File: config.mk
export PLATFORM = sky130hd
export DESIGN_NAME = mips_alu_issue
export DESIGN_NICKNAME = d
export VERILOG_FILES = /design/src/rtl/mips_alu_issue.sv
export SDC_FILE = /design/constraint.sdc
export NUM_CORES = 1
export LEC_CHECK = 0
export ABC_AREA = 1
export BUFFER_PORTS_ARGS = -buffer_cell sky130_fd_sc_hd__buf_4
export CORE_MARGIN = 5
export CORE_UTILIZATION = 40
export DETAILED_ROUTE_END_ITERATION = 16
export PLACE_DENSITY = 0.71
export SLEW_MARGIN = 30
export SYNTH_ARGS = -nofsm -noshare
export SYNTH_HDL_FRONTEND = slang
export SYNTH_SLANG_ARGS = --single-unit
File: constraint.sdc
create_clock -name clk -period 1.8 [get_ports clk]
set_input_delay 0.45 -clock clk [delete_from_list [all_inputs] [get_ports clk]]
set_output_delay 0.45 -clock clk [all_outputs]
set_load 0.01 [all_outputs]
File: src/rtl/mips_alu_issue.sv
// ID/EX issue register for a MIPS ALU: decodes the ALU opcode, selects and extends
// operands, and registers everything so every output comes straight from a flop.
module mips_alu_issue (
  input  logic        clk,
  input  logic        rst,
  input  logic        stall,
  input  logic        flush,
  input  logic        id_valid,
  input  logic [1:0]  alu_op,
  input  logic [5:0]  funct,
  input  logic        alu_src,
  input  logic [31:0] rs_data,
  input  logic [31:0] rt_data,
  input  logic [15:0] imm,
  input  logic [4:0]  rd_in,
  output logic        ex_valid,
  output logic [3:0]  alu_ctrl,
  output logic [31:0] in1,
  output logic [31:0] in2,
  output logic [4:0]  ex_rd,
  output logic        illegal_op
);

  localparam int unsigned DataW = 32;
  localparam int unsigned ImmW  = 16;
  localparam int unsigned CtrlW = 4;

  localparam logic [CtrlW-1:0] CtrlAnd = 4'd0;
  localparam logic [CtrlW-1:0] CtrlOr  = 4'd1;
  localparam logic [CtrlW-1:0] CtrlAdd = 4'd2;
  localparam logic [CtrlW-1:0] CtrlSub = 4'd6;
  localparam logic [CtrlW-1:0] CtrlSlt = 4'd7;
  localparam logic [CtrlW-1:0] CtrlNor = 4'd12;
  localparam logic [CtrlW-1:0] CtrlBad = 4'd15;

  logic [CtrlW-1:0] ctrl_c;
  logic             illegal_c;
  logic [DataW-1:0] imm_ext_c;
  logic [DataW-1:0] in2_c;

  // ALU control decode; unsupported R-type functs map to the null opcode
  always_comb begin
    ctrl_c    = CtrlAdd;
    illegal_c = 1'b0;
    unique case (alu_op)
      2'b00: ctrl_c = CtrlAdd;
      2'b01: ctrl_c = CtrlSub;
      2'b11: ctrl_c = CtrlOr;
      2'b10: begin
        unique case (funct)
          6'b100000: ctrl_c = CtrlAdd;
          6'b100010: ctrl_c = CtrlSub;
          6'b100100: ctrl_c = CtrlAnd;
          6'b100101: ctrl_c = CtrlOr;
          6'b100111: ctrl_c = CtrlNor;
          6'b101010: ctrl_c = CtrlSlt;
          default: begin
            ctrl_c    = CtrlBad;
            illegal_c = 1'b1;
          end
        endcase
      end
      default: ctrl_c = CtrlAdd;
    endcase
  end

  // ori takes a zero-extended immediate, everything else sign-extends
  always_comb begin
    imm_ext_c = {{(DataW-ImmW){imm[ImmW-1]}}, imm};
    if (alu_op == 2'b11) imm_ext_c = {{(DataW-ImmW){1'b0}}, imm};
    in2_c = alu_src ? imm_ext_c : rt_data;
  end

  // rst > flush > stall > load; rst and flush both load the bubble
  always_ff @(posedge clk) begin
    if (rst || flush) begin
      ex_valid   <= 1'b0;
      alu_ctrl   <= '0;
      in1        <= '0;
      in2        <= '0;
      ex_rd      <= '0;
      illegal_op <= 1'b0;
    end else if (!stall) begin
      ex_valid   <= id_valid;
      alu_ctrl   <= ctrl_c;
      in1        <= rs_data;
      in2        <= in2_c;
      ex_rd      <= rd_in;
      illegal_op <= id_valid & illegal_c;
    end
  end

endmodule

==> impl_metrics.yaml, run 1 <==
route:
  wl_per_cell_um: 14.1
  drtIter0Drc: 112
  drc: 0
  ant_nets: 0
  viasPerCell: 4.90
  first_pass_iters: 4
  drt_wl_total_um: 9520
  vias: 3300
synth:
  yosys_warnings: 0
  yosysSeqAreaShare: 0.471
  netlist_area_mm2: 0.00319
  synth.top_cell.area_share: 0.471
  ys_types: 26
  synthMuxAreaShare: 0
  ys_ff_latch: 75
  synthFlopType: "dfxtp_1"
  netlist_top_cells_count: "nand2_1 (123), dfxtp_1 (75), a21oi_1 (68), inv_1 (25), nand3_1 (19)"
  yosys.area_share.simple: 0.206
  synth_compound_area_frac: 0.229
  synth.largest_area_cell: "dfxtp_1"
  synth_most_common_cell: "nand2_1"
  synth_edf_count: 0
  synthArstFlopShare: 0
  yosys-top-cells-area: "dfxtp_1 (47%), nand2_1 (14%), a21oi_1 (11%)"
  synth.net_count: 505
  synth_xor_area_frac: 0
  yosys.area_share.adder: 0
  syn_avg_cell_area_um2: 7.85
  syn-instance-count: 406
  synth_top_family_by_area: "compound AO/OA/AOI/OAI gates"
power_and_ir_drop:
  p_per_area_mw_per_mm2: 824
  leakage_nw: 2.27
  peakVddDrop_v: 0.000423
  p_total_mw: 3.89
critical_path:
  r2r-end: "in2[21]"
  crit_slowest_cell: "o21ai_4"
  path_delay_family: "compound AO/OA/AOI/OAI gates"
  required_ns: 1.97
  r2r_setup_slack_ns: 1.00
  crit_arrival_ns: 1.47
  r2r_start: "in2[21]"
  path_class: "in -> reg"
  cp.depth: 4
  startpoint_type: "input pin"
  path_buf_inv: 2
  cp_max_fo: 16
  reg2regPathDepth: 2
  endpoint_kind: "flop"
  crit_chain: "buf_4 -> inv_1 -> o21ai_4 -> a21oi_1"
  slowest_delay_ns: 0.67
global_routing:
  grt_max_degree: 48
  met2_usage: 0.288
  global_route.peak_usage_layer: "met2"
  grt_pass1_vias: 3155
  grt_pass1_wl_um: 15100
  grt_use_total: 0.187
  grtUsageMet3: 0.0933
  antenna_found_initial: 0
  overflow: 0
  grt_use_met1: 0.227
clocking:
  root_buffer: "clkbuf_8"
  clk_latency_ns: 0.33
  cts.clk_slew.worst_paths_ns: 0.08
  cts_tree: "built"
  cts_sinks: 75
  cts_resized: 0
  cts_made_buffers: 9
  hold_buffers: 0
  cts_setup_buffers: 0
  htreeDepth: 3
  cts_buffer_depth: 2
place:
  gp_congestion: 0.875
  portBuffers: 173
  hpwlAfterDp_um: 6960
  place_ws_ns: 0.141
  placed_area_mm2: 0.00448
  dp.cells: 658
hold_path:
  hold_path_end: "in1[3]"
  whs_path_depth: 3
  hp-start: "rs_data[3]"
  hold_path_class: "in -> reg"
floorplanning:
  initial_core_util: 0.412
  die_w_um: 99.3
  rows: 32
  core_mm2: 0.00773
  ios: 174
  die_y_um: 99.3
  dieArea_mm2: 0.00985
cells_and_area:
  area_growth_pct: 48.2
  diodes: 0
  design_area_mm2: 0.00472
  layout.cells.non_filler: 674
  final_nets: 666
  layout-drive-gt1-share: 0.381
timing:
  setup_viol: 0
  worst_slew_pin_slew_ns: 0.846
  final.setup.worst_slack_ns: 0.498
  max_freq_ghz: 0.768
  setup_tns_ns: 0
  hold_viol_final: 0
  fin_crit_sh: 0.723
  skew_ns: 0
  final.min_clock_period_ns: 1.30
  drv_slew: 0
  slew_headroom: 0.434
  rsz0062_at_grt: "no"
flow_run:
  cap_violations: 0
status:
  status: "finished clean"
how the worst max path moves through the flow:
stage          slack (ns)       to       from
5_1_grt              0.43  in1[25]      stall
6_report             0.50  in2[19]  alu_op[0]
4_1_cts              0.50  in2[31]    in2[31]
2_1_floorplan        0.60  in2[22]    alu_src
3_3_place_gp         0.21  in1[27]      stall
3_5_place_dp         0.14  in2[19]  alu_op[0]
flip-flops by register name, summed over array words and instances (netlist names):
| name | count |
|---|---|
| in1 | 32 |
| ex_rd | 5 |
| alu_ctrl | 4 |
| in2 | 32 |
| ex_valid | 1 |
| illegal_op | 1 |
cell type report:
cell class / count / area (um2)
inverter: 31 / 121
clock inverter: 5 / 100
tap: 102 / 128
timing repair buffer: 179 / 1340
clock buffer: 11 / 141
fill: 703 / 3010
sequential: 75 / 1500
multi-input combinational: 271 / 1390
power by group:
group,internal (mW),switching [mW]
logic,0.292,0.293
clock network,0.956,0.595
registers,1.72,0.0337
kinds of logic (layout without fill, tap and decap cells):
family | after synthesis | in the layout
compound gates | 113 | 113
simple gates | 158 | 158
flops | 75 | 75
buf+inv | 60 | 226
metrics by stage:
step                      hold slack (ns)  utilization
after global routing                0.350        0.611
final                               0.365        0.611
after detailed placement            0.455        0.580
after global placement              0.447        0.580
after CTS                           0.348        0.611
after floorplan                     0.480            -
placed cells by master, fill, tap and decap left out, types with 2 or more instances in the layout:
master,count
a21oi_4,10
buf_4,179
a21oi_1,68
clkinv_2,2
inv_1,25
dfxtp_1,75
o21ai_1,9
o21ai_0,9
o211ai_1,15
bufinv_16,3
clkbuf_8,10
nor2_4,2
nand2_1,123
inv_2,5
nand3_1,19
nor2_2,2
nor2_1,7
tightest hold or removal path: stages:
cell and delay [ns]:
buf_4 0.10, nand2_1 0.05, a21oi_1 0.05
metal layers:
| layer | wire length [um] | part of all wire |
|---|---|---|
| met1 | 3830 | 0.40 |
| met5 | 0 | 0 |
| met2 | 4290 | 0.45 |
| met3 | 1310 | 0.14 |
| met4 | 101 | 0.011 |
Note: power is estimated with default switching activity, not from simulation.
==> run 2: changes to the inputs <==
ABC_AREA = 0   (was 1)
CORE_UTILIZATION = 39   (was 40)
PLACE_DENSITY = 0.73   (was 0.71)
clock period = 1.16 ns   (was 1.8 ns; I/O delays follow)
==> impl_metrics.yaml, run 2 <==
critical_path:
  slowest_delay_ns: 0.36
  r2r_setup_slack_ns: 0.17
  endpoint_kind: "output port"
  path_delay_family: "flip-flops"
  required_ns: 0.87
  path_buf_inv: 1
  startpoint_type: "flop"
  cp_max_fo: 2
  crit_arrival_ns: 0.83
  path_class: "reg -> out"
  crit_slowest_cell: "dfxtp_1"
  crit_chain: "buf_4"
power_and_ir_drop:
  internal_power_mw: 4.64
  peakVddDrop_v: 0.000646
  leakage_nw: 2.32
  power_switching_mw: 1.40
  p_seq_frac: 0.450
  p_total_mw: 6.04
  p_per_area_mw_per_mm2: 1260
  p_clk_frac: 0.398
  p_comb_frac: 0.153
  swShare: 0.232
synth:
  yosysSeqAreaShare: 0.493
  synthArstFlopShare: 0
  yosys-top-cells-area: "dfxtp_1 (49%), mux2i_1 (17%), nor2_1 (6.5%)"
  synth.largest_area_cell: "dfxtp_1"
  synth.top_cell.area_share: 0.493
  synthFlopType: "dfxtp_1"
  syn-instance-count: 304
  netlist_area_mm2: 0.00305
  yosys_warnings: 0
  ys_types: 32
  ys_ff_latch: 75
  syn_avg_cell_area_um2: 10.0
  synth_edf_count: 0
  synth.net_count: 403
  netlist_top_cells_count: "dfxtp_1 (75), mux2i_1 (53), nor2_1 (53), a21oi_1 (20), nand2b_1 (18)"
  synth_most_common_cell: "dfxtp_1"
hold_path:
  hold_path_class: "in -> reg"
route:
  viasPerCell: 4.68
  drc: 0
  ant_nets: 0
  first_pass_iters: 4
  drtIter0Drc: 60
  wl_per_cell_um: 14.3
  vias: 2760
  drt_wl_total_um: 8460
global_routing:
  antenna_found_initial: 0
  grt_pass1_wl_um: 13400
  grt_max_degree: 30
  grt_use_total: 0.171
  overflow: 0
  grt_pass1_vias: 2754
floorplanning:
  die_w_um: 98.4
  rows: 32
  initial_core_util: 0.396
  die_y_um: 98.4
  ios: 174
  core_mm2: 0.00769
  dieArea_mm2: 0.00968
clocking:
  cts_buffer_depth: 2
  htreeDepth: 3
  cts_tree: "built"
  cts.clk_slew.worst_paths_ns: 0.08
  root_buffer: "clkbuf_8"
  hold_buffers: 0
  cts_made_buffers: 9
  clk_latency_ns: 0.34
  cts_sinks: 75
timing:
  final.min_clock_period_ns: 1.12
  max_freq_ghz: 0.892
  worst_slew_pin_slew_ns: 0.308
  slew_headroom: 0.792
  setup_viol: 0
  skew_ns: 0
  rsz0062_at_grt: "no"
  setup_tns_ns: 0
  hold_viol_final: 0
  fin_crit_sh: 0.967
  drv_slew: 0
cells_and_area:
  register_area_mm2: 0.00151
  diodes: 0
  design_area_mm2: 0.00479
  layout-drive-gt1-share: 0.461
  area_growth_pct: 57.1
  fillers: 688
  multi_input_comb_area_mm2: 0.00142
  reg_top3: "in1 x32, in2 x32, ex_rd x5"
  layout_common_cells: "buf_4 (185), dfxtp_1 (66), mux2i_1 (53), nor2_1 (53), a21oi_1 (20)"
  final_nets: 582
  final_common_cell: "buf_4"
place:
  gp_congestion: 0.811
  hpwlAfterDp_um: 6520
  placed_area_mm2: 0.00453
  portBuffers: 173
flow_run:
  cap_violations: 0
status:
  status: "finished clean"
run 2: path summary, 6_finish.rpt:
check / start / to / cells past startpoint
hold / removal: rs_data[25] / in1[25] / 3
setup reg to reg: alu_ctrl[0] / alu_ctrl[0] / 4
hold reg to reg: alu_ctrl[1] / alu_ctrl[1] / 2
setup / recovery: in2[14] / in2[14] / 1
run 2: layout make-up:
| type | instances | area share |
|---|---|---|
| flip-flops and latches | 75 | 0.316 |
| repair buffers | 189 | 0.307 |
| multi-input cells | 202 | 0.296 |
| well taps | 102 | 0.0266 |
| clock buffers | 9 | 0.0259 |
| clock inverters | 7 | 0.0243 |
| inverters | 6 | 0.00470 |
run 2: logic make-up (layout without fill, tap and decap cells):
| kind of cell | count (synthesis) | count (layout) | share of synthesized area |
|---|---|---|---|
| AO/OA/AOI/OAI | 48 | 48 | 0.0973 |
| AND/OR/NAND/NOR | 85 | 85 | 0.135 |
| buffers and inverters | 27 | 211 | 0.0423 |
| flip-flops | 75 | 75 | 0.493 |
| multiplexers | 69 | 69 | 0.233 |
run 2: tightest hold or removal path, delay by kind of cell:
family | cells | cell delay (ns)
buffers and inverters | 1 | 0.08
multiplexers | 1 | 0.05
AND/OR/NAND/NOR | 1 | 0.07
run 2: repair_timing:
item                                    4_1_cts  5_1_grt
endpoints found under the setup margin        1        9
buffers inserted                              0        1
gates cloned                                  0        0
hold endpoints to repair                      0        0
gates resized for setup                       1        8
run 2: per-stage QoR:
| stage | instances | util | hold slack, ns | setup WS [ns] |
|---|---|---|---|---|
| 2_1_floorplan | 304 | - | 0.434 | 0.0121 |
| 3_3_place_gp | 573 | 0.589 | 0.462 | -0.102 |
| 3_5_place_dp | 573 | 0.589 | 0.466 | -0.147 |
| 4_1_cts | 589 | 0.621 | 0.156 | 0.0145 |
| 5_1_grt | 590 | 0.623 | 0.157 | 0.00175 |
| 6_report | 590 | 0.623 | 0.176 | 0.0386 |
run 2: power by group through the flow:
stage                     clock network [mW]  logic [mW]  registers (mW)
after floorplan                            0       0.374            2.81
after detailed placement                   0       0.929            2.77
final                                   2.40       0.922            2.72
after global routing                    2.59        1.00            2.73
after CTS                               2.46       0.933            2.71
after global placement                     0       0.915            2.77
run 2: layer usage:
layer	part of all wire	GRT usage	up-vias	wire length [um]
li1	-	-	1401	-
met1	0.41	0.196	1228	3470
met2	0.47	0.273	111	3960
met3	0.096	0.0743	20	815
met4	0.026	0.0798	0	221
met5	0	0	-	0
==> run 3: changes to the inputs <==
CORE_UTILIZATION = 40   (was 39)
PLACE_DENSITY = 0.72   (was 0.73)
clock period = 1.1 ns   (was 1.16 ns; I/O delays follow)
==> impl_metrics.yaml, run 3 (synthesized netlist as in run 2, its figures left out) <==
status:
  status: "finished clean"
floorplanning:
  die_y_um: 97.3
  initial_core_util: 0.416
  die_w_um: 97.3
  rows: 31
  dieArea_mm2: 0.00947
  core_mm2: 0.00733
  ios: 174
critical_path:
  crit_chain: "buf_6"
  slowest_delay_ns: 0.36
  path_buf_inv: 1
  r2r-end: "alu_ctrl[0]"
  startpoint_type: "flop"
  worstSetupStartpoint: "in2[5]"
  r2r_start: "alu_ctrl[0]"
  cp_max_fo: 2
  endpoint_kind: "output port"
  crit_slowest_cell: "dfxtp_2"
  crit_arrival_ns: 0.81
  path_class: "reg -> out"
  r2r_setup_slack_ns: 0.10
  required_ns: 0.82
  path_delay_family: "flip-flops"
  reg2regPathDepth: 4
hold_path:
  hp-start: "rs_data[6]"
  whs_path_depth: 3
  hold_path_class: "in -> reg"
  hold_path_end: "in1[6]"
timing:
  final.min_clock_period_ns: 1.09
  fin_crit_sh: 0.989
  setup_viol: 0
  slew_headroom: 0.764
  max_freq_ghz: 0.919
  drv_slew: 0
  setup_tns_ns: 0
  hold_ws_ns: 0.159
  worst_slew_pin_slew_ns: 0.353
  hold_viol_final: 0
  rsz0062_at_grt: "yes"
  final.setup.worst_slack_ns: 0.0124
  skew_ns: 0
route:
  vias: 2874
  drt_wl_total_um: 9480
  drtIter0Drc: 79
  drc: 0
  first_pass_iters: 4
  ant_nets: 0
  viasPerCell: 4.85
  wl_per_cell_um: 16.0
power_and_ir_drop:
  p_total_mw: 6.09
  peakVddDrop_v: 0.000682
  leakage_nw: 2.41
  p_per_area_mw_per_mm2: 1180
global_routing:
  antenna_found_initial: 0
  grt_pass1_vias: 2981
  overflow: 0
  grt_use_total: 0.193
  grt_pass1_wl_um: 14800
  grt_max_degree: 29
place:
  placed_area_mm2: 0.00455
  gp_congestion: 0.783
  hpwlAfterDp_um: 6820
  portBuffers: 173
  place_ws_ns: -0.206
  dp.cells: 572
cells_and_area:
  layout-drive-gt1-share: 0.600
  design_area_mm2: 0.00516
  diodes: 0
  layout_common_cells: "buf_4 (114), dfxtp_2 (75), buf_6 (75)"
  area_growth_pct: 69.2
  register_area_mm2: 0.00160
  final_util: 0.704
  final_nets: 587
  multi_input_comb_area_mm2: 0.00142
  reg_top3: "in1 x32, in2 x32, ex_rd x5"
  fillers: 569
  layout.cells.non_filler: 592
  final_common_cell: "buf_4"
clocking:
  cts.clk_slew.worst_paths_ns: 0.08
  cts_sinks: 75
  htreeDepth: 3
  cts_tree: "built"
  root_buffer: "clkbuf_8"
  hold_buffers: 0
  clk_latency_ns: 0.34
  cts_made_buffers: 9
  cts_buffer_depth: 2
flow_run:
  cap_violations: 0
==> run 3: changes by cell type in the layout (fill, tap and decap cells not counted), sizes merged <==
cell and delta:
buf +5, bufinv -2, inv +2
==> run 3: worst max-delay path by stage <==
stage	to	slack, ns	cells after the start
floorplan	in2[10]	0.0001	5
global placement	alu_ctrl[0]	-0.17	4
finish	in2[5]	0.01	1
global route	in2[5]	-0.04	1
CTS	in2[5]	-0.005	1
detailed placement	alu_ctrl[0]	-0.21	4
==> run 3: timing repair <==
action | 4_1_cts | 5_1_grt
gates cloned | 0 | 0
resized for setup | 55 | 95
setup endpoints to repair | 38 | 74
hold endpoints to repair | 0 | 0
buffers inserted | 2 | 2
==> run 3: final cells by class <==
cell class,count,share of cell area
timing repair buffer,194,0.349
sequential,75,0.309
multi-input combinational,202,0.275
clock buffer,9,0.0240
tap,99,0.0240
clock inverter,7,0.0143
inverter,6,0.00437
==> run 3: power breakdown <==
part	switching, mW	leakage (nW)	internal, mW
combinational	0.422	1.67	0.644
sequential	0.0719	0.645	2.83
clock	1.06	0.100	1.06
==> run 3: worst min-delay path, stage by stage <==
cell	delay [ns]
buf_4	0.07
mux2i_1	0.05
nor2_1	0.07
==> run 3: per-layer routing <==
| layer | up-vias | part of all wire | track usage |
|---|---|---|---|
| met1 | 1326 | 0.38 | 0.223 |
| met4 | 0 | 0.016 | 0.0724 |
| met3 | 12 | 0.11 | 0.0991 |
| met5 | - | 0 | 0 |
| li1 | 1413 | - | - |
| met2 | 123 | 0.49 | 0.305 |
